[config.mk]
export PLATFORM = sky130hd
export DESIGN_NAME = regularization_multi
export DESIGN_NICKNAME = d
export VERILOG_FILES = /design/src/rtl/regularization_pkg.sv /design/src/rtl/regularization_ch.sv /design/src/rtl/regularization_multi.sv
export SDC_FILE = /design/constraint.sdc
export NUM_CORES = 1
export LEC_CHECK = 0
export CORE_ASPECT_RATIO = 0.7
export CORE_MARGIN = 2
export CORE_UTILIZATION = 35
export CTS_CLUSTER_SIZE = 14
export DETAILED_ROUTE_END_ITERATION = 12
export GPL_ROUTABILITY_DRIVEN = 0
export GPL_TIMING_DRIVEN = 0
export PLACE_DENSITY = 0.55
export SLEW_MARGIN = 20
export SYNTH_ARGS = -nofsm -noshare
export SYNTH_HDL_FRONTEND = slang
export SYNTH_HIERARCHICAL = 1
export SYNTH_SLANG_ARGS = --single-unit
[constraint.sdc]
create_clock -name i_clk -period 4.61 [get_ports i_clk]
set_input_delay 1.1525 -clock i_clk [delete_from_list [all_inputs] [get_ports i_clk]]
set_output_delay 1.1525 -clock i_clk [all_outputs]
set_load 0.02 [all_outputs]
[src/rtl/regularization_pkg.sv]
// rtl/regularization_pkg.sv - shared types and default sizes for the multi-channel regularizer
package regularization_pkg;

   // Default widths and synchroniser depth used by the channel and the top level
   localparam int DEF_CNT_W       = 16;
   localparam int DEF_REJ_W       = 8;
   localparam int DEF_SYNC_STAGES = 2;

   // Per-channel regularization state
   typedef enum logic {
      REG_IDLE = 1'b0,
      REG_LOCK = 1'b1
   } reg_state_e;

endpackage

[src/rtl/regularization_ch.sv]
// rtl/regularization_ch.sv - one channel: synchroniser, debounce filter and lockout FSM
module regularization_ch
   import regularization_pkg::*;
#(
   parameter int CNT_W       = DEF_CNT_W,
   parameter int SYNC_STAGES = DEF_SYNC_STAGES,
   parameter int REJ_W       = DEF_REJ_W
) (
   input  logic             i_clk,
   input  logic             i_reset,
   input  logic             i_signal,
   input  logic             i_enable,
   input  logic [CNT_W-1:0] debounce_limit,
   input  logic [CNT_W-1:0] delay,
   output logic             o_signal,
   output logic             o_edge,
   output logic             o_locked,
   output logic [REJ_W-1:0] o_reject_cnt
);

   localparam logic [REJ_W-1:0] REJ_MAX = {REJ_W{1'b1}};

   logic [SYNC_STAGES-1:0] sync_q;
   logic                   sync;

   logic                   deb_q;
   logic                   deb_d;
   logic [CNT_W-1:0]       deb_cnt_q;
   logic [CNT_W-1:0]       deb_cnt_d;
   logic                   deb_hit;
   logic                   deb_upd;

   reg_state_e             state_q;
   logic [CNT_W-1:0]       lock_cnt_q;
   logic                   sig_q;
   logic                   edge_q;
   logic                   locked_q;
   logic [REJ_W-1:0]       rej_q;

   // Shift the raw asynchronous input through the metastability chain
   always_ff @(posedge i_clk) begin
      if (i_reset) begin
         sync_q <= '0;
      end else begin
         sync_q <= {sync_q[SYNC_STAGES-2:0], i_signal};
      end
   end

   assign sync = sync_q[SYNC_STAGES-1];

   // A limit of 0 or 1 both mean "accept after a single differing cycle"
   assign deb_hit = (debounce_limit <= CNT_W'(1)) ||
                    (deb_cnt_q >= (debounce_limit - CNT_W'(1)));

   // Debounce next-state: count consecutive cycles that sync disagrees with deb_q
   always_comb begin
      deb_d     = deb_q;
      deb_cnt_d = deb_cnt_q;
      if (sync == deb_q) begin
         deb_cnt_d = '0;
      end else if (deb_hit) begin
         deb_d     = sync;
         deb_cnt_d = '0;
      end else begin
         deb_cnt_d = deb_cnt_q + CNT_W'(1);
      end
   end

   assign deb_upd = (deb_d != deb_q);

   // Debounced level and its stability counter
   always_ff @(posedge i_clk) begin
      if (i_reset) begin
         deb_q     <= 1'b0;
         deb_cnt_q <= '0;
      end else begin
         deb_q     <= deb_d;
         deb_cnt_q <= deb_cnt_d;
      end
   end

   // Lockout FSM with registered output, edge strobe, lock flag and reject counter
   always_ff @(posedge i_clk) begin
      if (i_reset) begin
         state_q    <= REG_IDLE;
         lock_cnt_q <= '0;
         sig_q      <= 1'b0;
         edge_q     <= 1'b0;
         locked_q   <= 1'b0;
         rej_q      <= '0;
      end else if (!i_enable) begin
         // Disabled: output level and reject count freeze, any lockout is dropped
         state_q    <= REG_IDLE;
         lock_cnt_q <= '0;
         edge_q     <= 1'b0;
         locked_q   <= 1'b0;
      end else begin
         edge_q <= 1'b0;
         case (state_q)
            REG_IDLE: begin
               if (deb_q != sig_q) begin
                  sig_q  <= deb_q;
                  edge_q <= 1'b1;
                  if (delay != '0) begin
                     lock_cnt_q <= CNT_W'(1);
                     locked_q   <= 1'b1;
                     state_q    <= REG_LOCK;
                  end
               end
            end
            REG_LOCK: begin
               // Debounced transitions arriving now are dropped; only the final level survives
               if (deb_upd && (rej_q != REJ_MAX)) begin
                  rej_q <= rej_q + REJ_W'(1);
               end
               // Live compare so that shrinking delay ends the lockout promptly
               if (lock_cnt_q >= delay) begin
                  lock_cnt_q <= '0;
                  locked_q   <= 1'b0;
                  state_q    <= REG_IDLE;
               end else begin
                  lock_cnt_q <= lock_cnt_q + CNT_W'(1);
               end
            end
            default: begin
               lock_cnt_q <= '0;
               locked_q   <= 1'b0;
               state_q    <= REG_IDLE;
            end
         endcase
      end
   end

   assign o_signal     = sig_q;
   assign o_edge       = edge_q;
   assign o_locked     = locked_q;
   assign o_reject_cnt = rej_q;

endmodule

[src/rtl/regularization_multi.sv]
// rtl/regularization_multi.sv - N_CH independent debounce/regularization channels with packed outputs
module regularization_multi
   import regularization_pkg::*;
#(
   parameter int N_CH        = 2,
   parameter int CNT_W       = DEF_CNT_W,
   parameter int SYNC_STAGES = DEF_SYNC_STAGES,
   parameter int REJ_W       = DEF_REJ_W
) (
   input  logic                  i_clk,
   input  logic                  i_reset,
   input  logic [N_CH-1:0]       i_signal,
   input  logic [N_CH-1:0]       i_enable,
   input  logic [CNT_W-1:0]      debounce_limit,
   input  logic [CNT_W-1:0]      delay,
   output logic [N_CH-1:0]       o_signal,
   output logic [N_CH-1:0]       o_edge,
   output logic [N_CH-1:0]       o_locked,
   output logic [N_CH*REJ_W-1:0] o_reject_cnt
);

   // One channel per input bit; shared limits fan out to every channel
   for (genvar k = 0; k < N_CH; k++) begin : g_ch
      regularization_ch #(
         .CNT_W       (CNT_W),
         .SYNC_STAGES (SYNC_STAGES),
         .REJ_W       (REJ_W)
      ) u_ch (
         .i_clk          (i_clk),
         .i_reset        (i_reset),
         .i_signal       (i_signal[k]),
         .i_enable       (i_enable[k]),
         .debounce_limit (debounce_limit),
         .delay          (delay),
         .o_signal       (o_signal[k]),
         .o_edge         (o_edge[k]),
         .o_locked       (o_locked[k]),
         .o_reject_cnt   (o_reject_cnt[k*REJ_W +: REJ_W])
      );
   end

endmodule
==> results.cfg, run 1 <==
[outcome]
run_status = completed

[placement]
pre_cts_ws_ns = -0.487
io_buffers = 59
place_area_um2 = 7200
dp_hpwl_um = 11400

[min_path]
hold_start = g_ch[0].u_ch/sync_q[0]
holdPathEnd = g_ch[0].u_ch/sync_q[1]
hold_class = flop to flop
whs_path_depth = 1

[final_layout]
stdcell_area_um2 = 7580
layout_common_cells = dfxtp_1, nor2_1, ha_1
diodes = 0
final_common_cell = dfxtp_1
layout.nets = 933
nFillCells = 1829
layout-drive-gt1-share = 0.0557
area.growth.synth_to_final_pct = 20.1

[sta]
finalCritPeriodShare = 0.971
rsz0062_at_grt = false
worst_slack_ns = 0.135
max_freq_ghz = 0.223
setup_violations = 0
hold_viol = 0
tightest_slew_ns = 0.768
final.min_clock_period_ns = 4.47
slew_headroom = 0.484
fin_hold_ws_ns = 0.437
maxSlewViolCount = 0
fin_skew_ns = 0.00676

[floorplanning]
core_area_um2 = 17900
start_util = 0.354
rows = 41
die_w_um = 165
io_pins = 60
fp.dieH_um = 116
fp.dieArea_um2 = 19100

[setup_path]
critPathTopFamily = simple AND/OR/NAND/NOR gates
reg2reg_slack_ns = 2.00
cpMostUsedCell = or4_4
critical_path_class = input pin to flop
cp_max_fo = 8
crit_path_start_kind = input pin
reg2reg_to = g_ch[0].u_ch/lock_cnt_q[8]
path_buf_inv = 1
slowest_stage = clkdlybuf4s50_1
cp.required_ns = 4.84
path_depth = 11
timing.rr.start = g_ch[0].u_ch/lock_cnt_q[9]
r2r_cells = 8
arrival_ns = 4.71
path_cells = clkdlybuf4s50_1, or4_4, or4_4, nor2_1, xnor2_1, ha_1, nand3_1, nor3_1, o21ai_1, a21boi_2, mux2_1
cpPeakStageDelay_ns = 0.64
cp-end-kind = flop

[clock_tree]
cts_tree = done
clock_latency_ns = 0.35
tritoncts.num_buffers = 9
clock_sinks = 94
htree_num_levels = 3
cts_hold_buffers = 0
clkTransAtPathRegs_ns = 0.06
clock_path_buffers = 2
root_buffer = clkbuf_16

[yosys]
synth_fp_nets = 862
post_synth.cell_area_avg_um2 = 8.42
synth-edff-count = 0
synth_xor_area_frac = 0.123
synthAdderAreaFrac = 0.147
synth.area.mux_share = 0.0242
synth_area_um2 = 6310
synthSimpleGateAreaFrac = 0.249
synth_flop_cell = dfxtp_1
yosys_register_bits = 94
yosysSeqAreaShare = 0.298
synth-compound-area-share = 0.117
synth_top_family_by_area = simple AND/OR/NAND/NOR gates
synth.distinct_cells = 60
async_flop_share = 0
synthCells = 750
ys_warn_count = 6

[routing]
drt_iter0_drc = 287
route.detailed.drc = 0
avgRoutedWirePerCell_um = 14.0
vias_per_cell = 4.94
vias = 5245
antenna_left = 0
wl_um = 14800
firstDrtPassIters = 4

[grt]
antenna_found_initial = 0
grt_pass1_vias = 4852
grt_pass1_wl_um = 25100
grt_start_max_net_pins = 17
overflow = 0
grt_use_total = 0.165

[job]
max_cap_violations = 0

[power_and_ir_drop]
p_per_area_nw_per_um2 = 229
leakage_nw = 2.81
vdd_drop_max_uv = 147
Yosys cell counts (2+ instances only):
cell | n | area [um2]
a211o_1 | 3 | 26.3
a311oi_1 | 2 | 17.5
o21ai_1 | 4 | 20.0
mux2_1 | 10 | 113
nand3_1 | 26 | 130
buf_1 | 3 | 11.3
dfxtp_1 | 94 | 1880
nor2_1 | 79 | 297
or2_2 | 2 | 12.5
a21o_1 | 4 | 30.0
mux2i_1 | 4 | 40.0
and4_1 | 3 | 26.3
o22ai_1 | 3 | 18.8
or4_4 | 2 | 22.5
buf_2 | 2 | 10.0
nor3_1 | 39 | 195
nand4_1 | 23 | 144
and2_1 | 3 | 18.8
or3_1 | 3 | 18.8
or4_1 | 2 | 15.0
and3_1 | 15 | 93.8
o211ai_1 | 4 | 30.0
nand2b_1 | 11 | 68.8
nor2b_1 | 20 | 125
clkbuf_1 | 12 | 45.0
o21bai_1 | 4 | 30.0
nor3b_1 | 3 | 22.5
o31ai_1 | 2 | 15.0
a21oi_1 | 31 | 155
o21a_1 | 3 | 22.5
nor4_1 | 20 | 125
xor2_1 | 32 | 280
a31oi_1 | 3 | 18.8
a211oi_1 | 20 | 150
nand2_1 | 49 | 184
inv_1 | 47 | 176
ha_1 | 74 | 926
o21ai_0 | 11 | 55.1
xnor2_1 | 57 | 499
worst max path at each step:
stage,from,to,slack [ns]
floorplan,debounce_limit[2],g_ch[1].u_ch/deb_cnt_q[9],0.49
global placement,debounce_limit[2],g_ch[1].u_ch/deb_cnt_q[14],-0.50
detailed placement,debounce_limit[2],g_ch[1].u_ch/deb_cnt_q[12],-0.49
CTS,debounce_limit[0],g_ch[0].u_ch/deb_cnt_q[12],0.03
global route,debounce_limit[8],g_ch[0].u_ch/deb_cnt_q[12],0.006
finish,debounce_limit[8],g_ch[1].u_ch/o_reject_cnt[0],0.14
power by group:
part | switching (mW) | total [mW] | internal, mW
logic | 0.0860 | 0.153 | 0.0675
clock network | 0.332 | 0.771 | 0.439
registers | 0.00122 | 0.815 | 0.814
total | 0.419 | 1.74 | 1.32
final cells by class:
type | instances | area (um2) | share of cell area
Multi-Input combinational cell | 590 | 4240 | 0.559
Sequential cell | 94 | 1880 | 0.248
Timing Repair Buffer | 60 | 601 | 0.0792
Tap cell | 236 | 295 | 0.0389
Clock buffer | 10 | 239 | 0.0315
Inverter | 47 | 176 | 0.0233
Buffer | 19 | 85.1 | 0.0112
Clock inverter | 6 | 68.8 | 0.00907
worst register-to-register path, cell delays in order, from the launching register on:
cell      delay [ns]
dfxtp_1         0.43
ha_1            0.28
a21o_1          0.16
a21oi_1         0.15
o22ai_1         0.10
nor3_1          0.50
a31oi_1         0.36
clkbuf_1        0.32
nor3_1          0.25
metrics by stage:
step	utilization	std cells	setup TNS, ns	total power [mW]
3_5_place_dp	0.403	1045	-18.41	0.985
4_1_cts	0.422	1061	0	1.77
5_1_grt	0.425	1062	0	1.83
2_1_floorplan	-	750	0	0.910
3_3_place_gp	0.403	1045	-17.91	0.984
6_report	0.425	1062	0	1.74
what timing repair did:
item	CTS	global route
setup buffers	0	1
resized for setup	8	11
pin swaps	0	2
setup endpoints to repair	29	30
cell families after synthesis:
kind of cell,Yosys count
simple gates,307
compound gates,106
flops,94
xor+xnor,89
fa+ha+maj,74
buf+inv,66
mux,14
state kept, by name, indices dropped and copies added (netlist names), 4 cells and up:
signal,cells
g_ch.u_ch/deb_cnt_q,32
g_ch.u_ch/lock_cnt_q,32
g_ch.u_ch/o_reject_cnt,16
g_ch.u_ch/sync_q,4
routing by layer:
| metal | wire length (um) | part of all wire | global-route usage |
|---|---|---|---|
| met5 | 0 | 0 | 0 |
| met4 | 151 | 0.010 | 0.0423 |
| met3 | 529 | 0.036 | 0.0355 |
| met2 | 5820 | 0.39 | 0.226 |
| met1 | 8340 | 0.56 | 0.256 |
(Power assumes the default switching activity.)
==> run 2, diff against run 1 <==
clock period = 4.4 ns   (was 4.61 ns; I/O delays follow)
==> run 2 against run 1 <==
Clock-buffer cell count did not move; core utilization is 0.16 points higher; flip-flop and latch count is the same; worst hold slack hardly changed; via count up 0.53%; routed wire length grew 0.40%; register-to-register slack worse by 0.21 ns; die area did not move; clock skew about the same; power is 4.9% higher; clock power up 4.8%.
==> results.cfg, run 2 (same netlist as run 1, synthesis figures left out) <==
[min_path]
hold_class = flop to flop
hold_start = g_ch[0].u_ch/sync_q[0]

[placement]
io_buffers = 59
dpl.cell_count = 1045
dp_hpwl_um = 11400
place_area_um2 = 7200
pre_cts_ws_ns = -0.644

[setup_path]
crit_path_end = g_ch[1].u_ch/deb_cnt_q[10]
cp-end-kind = flop
cp.required_ns = 4.69
timing.rr.start = g_ch[0].u_ch/lock_cnt_q[9]
cp_max_fo = 10
r2r_cells = 8
critical_path_class = input pin to flop
reg2reg_to = g_ch[0].u_ch/lock_cnt_q[8]
crit_path_start_kind = input pin
arrival_ns = 4.46
reg2reg_slack_ns = 1.79
startpoint = debounce_limit[4]

[sta]
hold_viol = 0
final.min_clock_period_ns = 4.17
slew_headroom = 0.478
fin_hold_ws_ns = 0.437
maxSlewViolCount = 0
finalCritPeriodShare = 0.948
tightest_slew_ns = 0.778
final.setup.tns_ns = 0
setup_violations = 0
rsz0062_at_grt = false
worst_slack_ns = 0.231
max_freq_ghz = 0.240
fin_skew_ns = 0.00666

[floorplanning]
core_area_um2 = 17900
rows = 41
fp.dieArea_um2 = 19100
fp.dieH_um = 116
io_pins = 60
start_util = 0.354
die_w_um = 165

[routing]
drt_iter0_drc = 299
met2_length_um = 5800
dr_wl_met3_um = 481
highest_layer = met4
route.detailed.drc = 0
wl_um = 14900
firstDrtPassIters = 4
vias = 5273
vias_per_cell = 4.96
avgRoutedWirePerCell_um = 14.0
antenna_left = 0
m1WireLength_um = 8470

[final_layout]
diodes = 0
layout-drive-gt1-share = 0.0641
final_common_cell = dfxtp_1
layout_common_cells = dfxtp_1, nor2_1, ha_1
layout.nets = 934
stdcell_area_um2 = 7610
nFillCells = 1828
finalNonFillerCells = 1063
finalCoreUtilization = 0.426
area.growth.synth_to_final_pct = 20.6

[grt]
grt_start_max_net_pins = 17
grt_pass1_vias = 4860
grt_pass1_wl_um = 25100
overflow = 0
antenna_found_initial = 0
grt_use_total = 0.165

[outcome]
run_status = completed

[job]
max_cap_violations = 0

[clock_tree]
clock_sinks = 94
clock_path_buffers = 2
clkTransAtPathRegs_ns = 0.07
htree_num_levels = 3
tritoncts.num_buffers = 9
cts_tree = done
cts_hold_buffers = 0
clock_latency_ns = 0.35
root_buffer = clkbuf_16

[power_and_ir_drop]
vdd_drop_max_uv = 154
leakage_nw = 2.85
p_per_area_nw_per_um2 = 240
p_total_mw = 1.82
## run 2: changes by cell type in the layout (fill, tap and decap cells not counted), sizes merged
cell | previous run | this run
clkdlybuf4s50 | 52 | 47
dlymetal6s2s | 3 | 6
clkbuf | 22 | 24
buf | 8 | 9
## run 2: layout make-up
cell class / instances / area (um2) / area share
Buffer: 19 / 85.1 / 0.0112
Clock buffer: 10 / 239 / 0.0314
Clock inverter: 6 / 68.8 / 0.00904
Inverter: 47 / 176 / 0.0232
Multi-Input combinational cell: 590 / 4260 / 0.560
Sequential cell: 94 / 1880 / 0.247
Tap cell: 236 / 295 / 0.0388
Timing Repair Buffer: 61 / 606 / 0.0795
## run 2: how the worst min path moves through the flow
stage,cells after the start,slack (ns),end
after CTS,1,0.44,g_ch[0].u_ch/sync_q[1]
final,1,0.44,g_ch[0].u_ch/sync_q[1]
after global routing,1,0.46,g_ch[0].u_ch/sync_q[1]
after global placement,1,0.42,g_ch[0].u_ch/sync_q[1]
after floorplan,1,0.41,g_ch[0].u_ch/sync_q[1]
after detailed placement,1,0.43,g_ch[0].u_ch/sync_q[1]
## run 2: repair_timing
item	CTS	global route
gates cloned	0	0
gates resized for setup	11	23
pin swaps	3	5
buffers inserted	1	1
endpoints found under the setup margin	44	43
## run 2: per-layer routing
metal,track usage,up-vias
li1,-,2809
met1,0.256,2391
met2,0.226,63
met3,0.0355,10
met4,0.0423,0
met5,0,-
## run 2: power by group
part	internal, mW	switching (mW)
Clock	0.460	0.348
Combinational	0.0701	0.0917
Sequential	0.853	0.00128
Total	1.38	0.441
## run 2: worst max-delay path: stages
cell           delay (ns)
dlygate4sd2_1        0.33
or4_4                0.54
nor3_4               0.22
nand2_2              0.14
nor4_4               0.23
xnor2_1              0.17
ha_1                 0.27
a21o_1               0.19
a21oi_2              0.17
o311ai_1             0.16
or4_1                0.48
buf_2                0.18
buf_4                0.18
nor2_1               0.10
